File: src/rtl/vend_sequencer_if.sv
// Vending sequencer bus: coin/cancel/dispenser-ack inputs and registered status outputs.
// The master side is the coin mech, dispenser and panel; the slave side is the sequencer.
interface vend_sequencer_if #(
  parameter int CREDIT_W = 3
);
  logic [1:0]          coin;
  logic                cancel;
  logic                disp_ack;
  logic                disp_req;
  logic                change_pulse;
  logic                coin_reject;
  logic                busy;
  logic [CREDIT_W-1:0] credit;

  modport master (
    output coin, cancel, disp_ack,
    input  disp_req, change_pulse, coin_reject, credit, busy
  );

  modport slave (
    input  coin, cancel, disp_ack,
    output disp_req, change_pulse, coin_reject, credit, busy
  );
endinterface

File: src/rtl/vend_sequencer.sv
// Beverage vending sequencer: credit accumulation, dispense handshake, change payout and idle refund.
//   state   | meaning
//   IDLE    | no credit, waiting for first valid coin
//   COLLECT | partial credit, idle timer running
//   VEND    | disp_req held until disp_ack
//   CHANGE  | paying back one 50c unit per cycle
module vend_sequencer #(
  parameter int PRICE_UNITS = 3,
  parameter int CREDIT_W    = 3,
  parameter int TIMEOUT     = 255,
  parameter int TO_W        = 8
) (
  input  logic            clk,
  input  logic            rst_n,
  vend_sequencer_if.slave bus
);

  typedef enum logic [1:0] {
    ST_IDLE    = 2'd0,
    ST_COLLECT = 2'd1,
    ST_VEND    = 2'd2,
    ST_CHANGE  = 2'd3
  } state_e;

  localparam logic [CREDIT_W-1:0] PRICE_C   = CREDIT_W'(PRICE_UNITS);
  localparam logic [TO_W-1:0]     TIMEOUT_C = TO_W'(TIMEOUT);

  state_e              state_q, state_d;
  logic [CREDIT_W-1:0] credit_q, credit_d;
  logic [TO_W-1:0]     to_cnt_q, to_cnt_d;
  logic                coin_reject_q, coin_reject_d;

  logic                coin_ok;
  logic                coin_nz;
  logic [CREDIT_W-1:0] coin_val;
  logic [CREDIT_W-1:0] credit_sum;

  always_ff @(posedge clk or negedge rst_n) begin
    if (!rst_n) begin
      state_q       <= ST_IDLE;
      credit_q      <= '0;
      to_cnt_q      <= '0;
      coin_reject_q <= 1'b0;
    end else begin
      state_q       <= state_d;
      credit_q      <= credit_d;
      to_cnt_q      <= to_cnt_d;
      coin_reject_q <= coin_reject_d;
    end
  end

  always_comb begin
    coin_ok    = (bus.coin == 2'b01) || (bus.coin == 2'b10);
    coin_nz    = (bus.coin != 2'b00);
    coin_val   = (bus.coin == 2'b10) ? CREDIT_W'(2) :
                 (bus.coin == 2'b01) ? CREDIT_W'(1) : '0;
    credit_sum = credit_q + coin_val;

    state_d       = state_q;
    credit_d      = credit_q;
    to_cnt_d      = to_cnt_q;
    coin_reject_d = 1'b0;

    case (state_q)
      ST_IDLE: begin
        coin_reject_d = (bus.coin == 2'b11);
        if (coin_ok) begin
          credit_d = credit_sum;
          to_cnt_d = TIMEOUT_C;
          state_d  = (credit_sum >= PRICE_C) ? ST_VEND : ST_COLLECT;
        end
      end
      ST_COLLECT: begin
        // cancel wins over a coin arriving in the same cycle; that coin goes back
        if (bus.cancel) begin
          coin_reject_d = coin_nz;
          to_cnt_d      = '0;
          state_d       = ST_CHANGE;
        end else if (coin_ok) begin
          credit_d = credit_sum;
          to_cnt_d = TIMEOUT_C;
          if (credit_sum >= PRICE_C) state_d = ST_VEND;
        end else begin
          coin_reject_d = (bus.coin == 2'b11);
          if (to_cnt_q <= TO_W'(1)) begin
            to_cnt_d = '0;
            state_d  = ST_CHANGE;
          end else begin
            to_cnt_d = to_cnt_q - TO_W'(1);
          end
        end
      end
      ST_VEND: begin
        coin_reject_d = coin_nz;
        if (bus.disp_ack) begin
          credit_d = credit_q - PRICE_C;
          state_d  = (credit_q > PRICE_C) ? ST_CHANGE : ST_IDLE;
        end
      end
      ST_CHANGE: begin
        coin_reject_d = coin_nz;
        if (credit_q != '0) credit_d = credit_q - CREDIT_W'(1);
        if (credit_q <= CREDIT_W'(1)) state_d = ST_IDLE;
      end
      default: begin
        state_d  = ST_IDLE;
        credit_d = '0;
        to_cnt_d = '0;
      end
    endcase
  end

  always_comb begin
    bus.disp_req     = (state_q == ST_VEND);
    bus.busy         = (state_q == ST_VEND) || (state_q == ST_CHANGE);
    bus.change_pulse = (state_q == ST_CHANGE) && (credit_q != '0);
    bus.coin_reject  = coin_reject_q;
    bus.credit       = credit_q;
  end

endmodule

File: src/flat_wrapper.sv
// flat-port wrapper written by rule: the top's interface ports become plain ports
module vend_sequencer_flat 
#(
  parameter int PRICE_UNITS = 3,
  parameter int CREDIT_W    = 3,
  parameter int TIMEOUT     = 255,
  parameter int TO_W        = 8
)
  (clk, rst_n, bus_coin, bus_cancel, bus_disp_ack, bus_disp_req, bus_change_pulse, bus_coin_reject, bus_credit, bus_busy);
  vend_sequencer_if #(.CREDIT_W(CREDIT_W)) bus_i ();
  input  logic clk;
  input  logic rst_n;
  input wire logic [$bits(bus_i.coin)-1:0] bus_coin;
  input wire logic [$bits(bus_i.cancel)-1:0] bus_cancel;
  input wire logic [$bits(bus_i.disp_ack)-1:0] bus_disp_ack;
  output wire logic [$bits(bus_i.disp_req)-1:0] bus_disp_req;
  output wire logic [$bits(bus_i.change_pulse)-1:0] bus_change_pulse;
  output wire logic [$bits(bus_i.coin_reject)-1:0] bus_coin_reject;
  output wire logic [$bits(bus_i.credit)-1:0] bus_credit;
  output wire logic [$bits(bus_i.busy)-1:0] bus_busy;
  assign bus_i.coin = bus_coin;
  assign bus_i.cancel = bus_cancel;
  assign bus_i.disp_ack = bus_disp_ack;
  assign bus_disp_req = bus_i.disp_req;
  assign bus_change_pulse = bus_i.change_pulse;
  assign bus_coin_reject = bus_i.coin_reject;
  assign bus_credit = bus_i.credit;
  assign bus_busy = bus_i.busy;
  vend_sequencer #(.PRICE_UNITS(PRICE_UNITS), .CREDIT_W(CREDIT_W), .TIMEOUT(TIMEOUT), .TO_W(TO_W)) u_core (.clk(clk), .rst_n(rst_n), .bus(bus_i));
endmodule
File: config.mk
export PLATFORM = sky130hd
export DESIGN_NAME = vend_sequencer_flat
export DESIGN_NICKNAME = d
export VERILOG_FILES = /design/src/rtl/vend_sequencer_if.sv /design/src/rtl/vend_sequencer.sv /design/src/flat_wrapper.sv
export SDC_FILE = /design/constraint.sdc
export NUM_CORES = 1
export LEC_CHECK = 0
export CORE_AREA = 5 5 53 55
export DETAILED_ROUTE_END_ITERATION = 8
export DIE_AREA = 0 0 58 60
export MAX_ROUTING_LAYER = met4
export PLACE_DENSITY = 0.74
export SYNTH_ARGS = -nofsm -noshare
export SYNTH_HDL_FRONTEND = slang
export SYNTH_SLANG_ARGS = --single-unit
File: constraint.sdc
create_clock -name clk -period 4.45 [get_ports clk]
set_clock_uncertainty 0.05 [all_clocks]
set_input_delay 0.89 -clock clk [delete_from_list [all_inputs] [get_ports clk]]
set_output_delay 0.89 -clock clk [all_outputs]
set_load 0.03 [all_outputs]
* Word level (Yosys, flattened, before mapping)
Cells that the tools add are included.
W data, S select, Z words.
** Word-level totals
- Register bits after elaboration :: 14
- Bits in read-only memories :: 0
- Memories :: 0
- Input port bits :: 6
- Latch bits :: 0
- RAM bits :: 0
** Operators by class
- Bitwise operators :: 0
- Add/subtract/negate cells :: 4
- Magnitude comparators :: 4
- Shifts and indexed selects :: 0
- $mul :: 0
- Equal/unequal tests :: 13
- Divide/modulo/power cells :: 0
- Reductions and logical operators :: 11
- Muxes and demuxes :: 25
** Operator list (number)
- $mux W8 :: 4
- $mux W2 :: 9
- $pmux W8 S2 :: 1
- $mux W3 :: 5
- $pmux W3 S4 :: 1
- $eq A2 B2 Y1 const B :: 4
- $le A8 B1 Y1 const B :: 1
- $pmux W2 S4 :: 1
- $sub A8 B1 Y8 const B :: 1
- $ne A2 B1 Y1 const B :: 3
- $reduce_and A5 Y1 :: 1
- $eq A2 B1 Y1 const B :: 2
- $ne A2 B2 Y1 const B :: 2
- $ne A4 B2 Y1 const B :: 1
- $ne A4 B4 Y1 const B :: 1
- $reduce_bool A2 Y1 :: 2
- $add A3 B3 Y3 :: 1
- $ge A3 B2 Y1 const B :: 1
- $gt A3 B2 Y1 const B :: 1
- $le A3 B1 Y1 const B :: 1
- $mux W1 :: 3
- $pmux W1 S3 :: 1
- $reduce_and A3 Y1 :: 1
- $reduce_bool A3 Y1 :: 1
- 7 further kinds :: 8

* Longest topological paths before layout
- Depth in word-level cells :: 9
- Depth in mapped cells :: 8
- Depth with buffers taken out :: 8

* Worst setup path after synthesis
No wires, ideal clock.
- Kind :: input to register
- Start point :: input bus_coin[1]
- End point :: register u_core.state_q[1]
- Path slack :: 1803 ps
- Stages on the path :: 8
- Arrival time :: 2515 ps
- Path buffers :: 0
- Library setup time :: 81 ps
- Cells stage by stage :: inv_1 > ha_1 > ha_1 > fa_1 > xnor2_1 > a31oi_1 > o32ai_1 > mux2i_1
** On the way
- Longest elaborated chain between the ends :: 8
- Elaborated cells on any way between the ends :: 16
- Classes of those cells :: add/sub: 1; order compare: 1; eq/ne: 5; mux: 7; reduce/logical: 2
** Ends and longest elaborated chain
- start: declaration :: RTL line flat_wrapper.sv:13 : input wire logic [$bits(bus_i.coin)-1:0] bus_coin;
- $eq A2 B1 Y1 :: RTL line vend_sequencer.sv:53, vend_sequencer.sv:56
- $mux W1 :: RTL line vend_sequencer.sv:56 : (bus.coin == 2'b01) ? CREDIT_W'(1) : '0;
- $mux W3 :: RTL line vend_sequencer.sv:55 : coin_val = (bus.coin == 2'b10) ? CREDIT_W'(2) :
- $add A3 B3 Y3 :: RTL line vend_sequencer.sv:57 : credit_sum = credit_q + coin_val;
- $ge A3 B2 Y1 :: RTL line vend_sequencer.sv:70, vend_sequencer.sv:82
- $mux W2 :: RTL line vend_sequencer.sv:70 : state_d = (credit_sum >= PRICE_C) ? ST_VEND : ST_COLLECT;
- $mux W2 :: RTL line vend_sequencer.sv:67 : if (coin_ok) begin
- $pmux W2 S4 :: RTL line vend_sequencer.sv:64 : case (state_q)
- end signal: assignment :: RTL line vend_sequencer.sv:45 : state_q <= state_d;
- end: declaration :: RTL line vend_sequencer.sv:28 : state_e state_q, state_d;
Parallel ways exist; a longest one is shown, timed or not. The select of a mux whose other input is x is not followed.
A chain may end at the register's enable or synchronous reset.

* Final worst setup path
Ends and elaborated chain as after synthesis.

==> qor.txt <==
status: finished, final reports clean
Max-Cap Viols: 0
hpwl dp: 2080 um
setup repair bufs after CTS: 0
layout cells sized above 1: 5.37%
Post-CTS Resized: 0
combinational family with the most area after synthesis: compound AO/OA/AOI/OAI gates
P&R area growth vs syn: 12.9%
hold slack final: 0.522 ns
Synth Area in XOR/XNOR: 2.17%
first-pass GRT wire length: 4860 um
CP max FO: 4
core footprint: 2340 um^2
Die ar.: 3480 um^2
largest net degree at the start of global routing: 21
endpoints failing hold: 0
Fin Setup TNS: 0 ns
RSZ-0062 raised after global routing: false
I/O Buffers: 12
max_slew headroom: 50.8%
f_max: 326 MHz
Final ANT Viol Nets: 0
Main synth FF type: dfrtp_1
worst-margin pin slew: 0.731 ns
Die W: 58 um
antenna violations before repair: 0
Gate Count Post-Synth: 141
clk buf depth: 2
Hold/Removal Path Class: reg -> reg
Die H: 60 um
NumNets Final: 170
IO Pins: 13
Iteration-0 DRC Markers: 35
critical path required time: 4.62 ns
fraction of the mapped netlist area in simple logic gates: 18.6%
Crit Path Category: in -> reg
worst skew pair latency: 0.29 ns
CP endpoint kind: flop
top cells by count, synth: nand2_1 (15), a21oi_1 (14), dfrtp_1 (14)
Post-CTS Hold Fix Bufs: 0
min cycle time layout: 3.06 ns
post-synthesis compound-gate area fraction: 25.4%
DR WL/cell: 15.3 um
Yosys top cell by area: dfrtp_1
DRT Pass-1 Iters: 4
Root Driver: clkbuf_4
asr flop ratio synth: 100%
Syn Area/Cell: 8.59 um^2
maximum vdd drop: 0.632 mV
Initial Util: 51.7%
CTS buffer count: 3
gpl congestion: 0.897
Synth top area share: 28.9%
syn_nets: 161
Vias per Instance: 5.94
vias in the first global route: 1,094
Synth Register Bits: 14
final worst path period share: 68.9%
Cell Rows: 18
max-slew violation count: 0
post-synthesis adder-cell area fraction: 15.1%
Seq/Total Area, Yosys: 28.9%
number of flops mapped to enable cells by yosys: 0
Setup crit start kind: input pin
YS warnings: 0
worst r2r path cells: 6
H-tree Lvls: 1
Setup Viol. Count Final: 0
pwr/cell area: 758 nW/um^2
n_diodes: 0
Critical Path AT: 3.24 ns
TritonCTS clock tree: yes
Overflow after GRT: 0
post-synthesis mux area share: 3.31%
via count: 1,063
leakage power: 0.000587 uW
Reg clk slew, reported paths: 0.10 ns
mapped cell area: 1210 um^2
Post-Route WL: 2740 um
GR Util All Layers: 18.5%
# DRC: 0
worst hold stages: 1
Yosys cell types: 39
Clock Sink Count: 14
top-count cell post-synth: nand2_1
top cells by area, synth: dfrtp_1 (29%), ha_1 (13%), a21oi_1 (5.8%), nand2_1 (4.6%), mux2i_1 (3.3%)
==> cell usage in the layout (no fill, tap or decap), drive strengths merged, types with 2 or more instances in the layout <==
| master | instances |
|---|---|
| a21oi | 14 |
| ha | 13 |
| a31oi | 2 |
| a22o | 2 |
| o2bb2ai | 2 |
| clkdlybuf4s50 | 12 |
| nor3 | 6 |
| nand2 | 15 |
| o41ai | 3 |
| nor3b | 2 |
| dfrtp | 14 |
| xnor2 | 3 |
| o21ai | 5 |
| clkbuf | 4 |
| nand3 | 2 |
| nand3b | 2 |
| mux2i | 4 |
| nand2b | 5 |
| o31a | 2 |
| o31ai | 2 |
| o22a | 4 |
| nor2 | 6 |
| nor2b | 2 |
| inv | 10 |
==> layer usage <==
layer	routed length, um	global-route usage, %
met1	1230	21.6
met2	1370	31.8
met3	80	2.38
met4	48	8.28
met5	0	-
==> cell families after synthesis <==
family                     after synthesis
and+or+nand+nor                         44
AOI/OAI and AO/OA                       43
buffers and inverters                   19
adders and majority gates               14
DFF                                     14
muxes                                    4
xor gates and xnor gates                 3
==> stage by stage <==
step / util [%] / std cells / power [uW] / setup WS (ns) / instance area [um^2]
6_report: 58.4 / 179 / 1040 / 1.39 / 1370
5_1_grt: 58.4 / 179 / 1130 / 1.29 / 1370
4_1_cts: 58.4 / 179 / 1040 / 1.39 / 1370
3_5_place_dp: 56.8 / 175 / 936 / 1.09 / 1330
3_3_place_gp: 56.8 / 175 / 918 / 1.18 / 1330
2_1_floorplan: - / 141 / 775 / 1.80 / 1210
==> where the power goes <==
| part | switching [uW] | leakage, uW | internal (uW) |
|---|---|---|---|
| logic | 324 | 0.000409 | 281 |
| registers | 140 | 0.000157 | 192 |
| clock network | 48.9 | 0.0000210 | 49.9 |
| total | 513 | 0.000587 | 523 |
==> worst max-delay path: stages <==
cell and delay [ns]:
clkdlybuf4s50_1 0.54, inv_1 0.08, ha_1 0.18, ha_1 0.19
fa_1 0.38, xnor2_1 0.26, a31oi_1 0.14, o32ai_1 0.36
mux2i_1 0.22
==> layout make-up <==
class                      count  area [um^2]
clock buffer                   4         36.3
fill                         210          975
tap                           30         37.5
sequential                    14          350
timing repair buffer          12          120
multi-input combinational    108          782
inverter                      11         41.3
==> final timing paths <==
kind                                      start                    to  slack [ns]
max                                 bus_coin[1]     u_core.state_q[1]        1.39
min                          u_core.to_cnt_q[1]    u_core.to_cnt_q[1]        0.52
max reg2reg                u_core.bus.credit[0]     u_core.state_q[1]        2.25
min reg2reg                  u_core.to_cnt_q[1]    u_core.to_cnt_q[1]        0.52
max in group asynchronous                 rst_n  u_core.bus.credit[0]        2.96
min in group asynchronous                 rst_n    u_core.to_cnt_q[3]        0.95
==> registers in the layout, summed over array words and instances (netlist names) <==
name	count
u_core.state_q	2
u_core.bus.credit	3
u_core.bus.coin_reject	1
u_core.to_cnt_q	8
(Power assumes the default switching activity.)
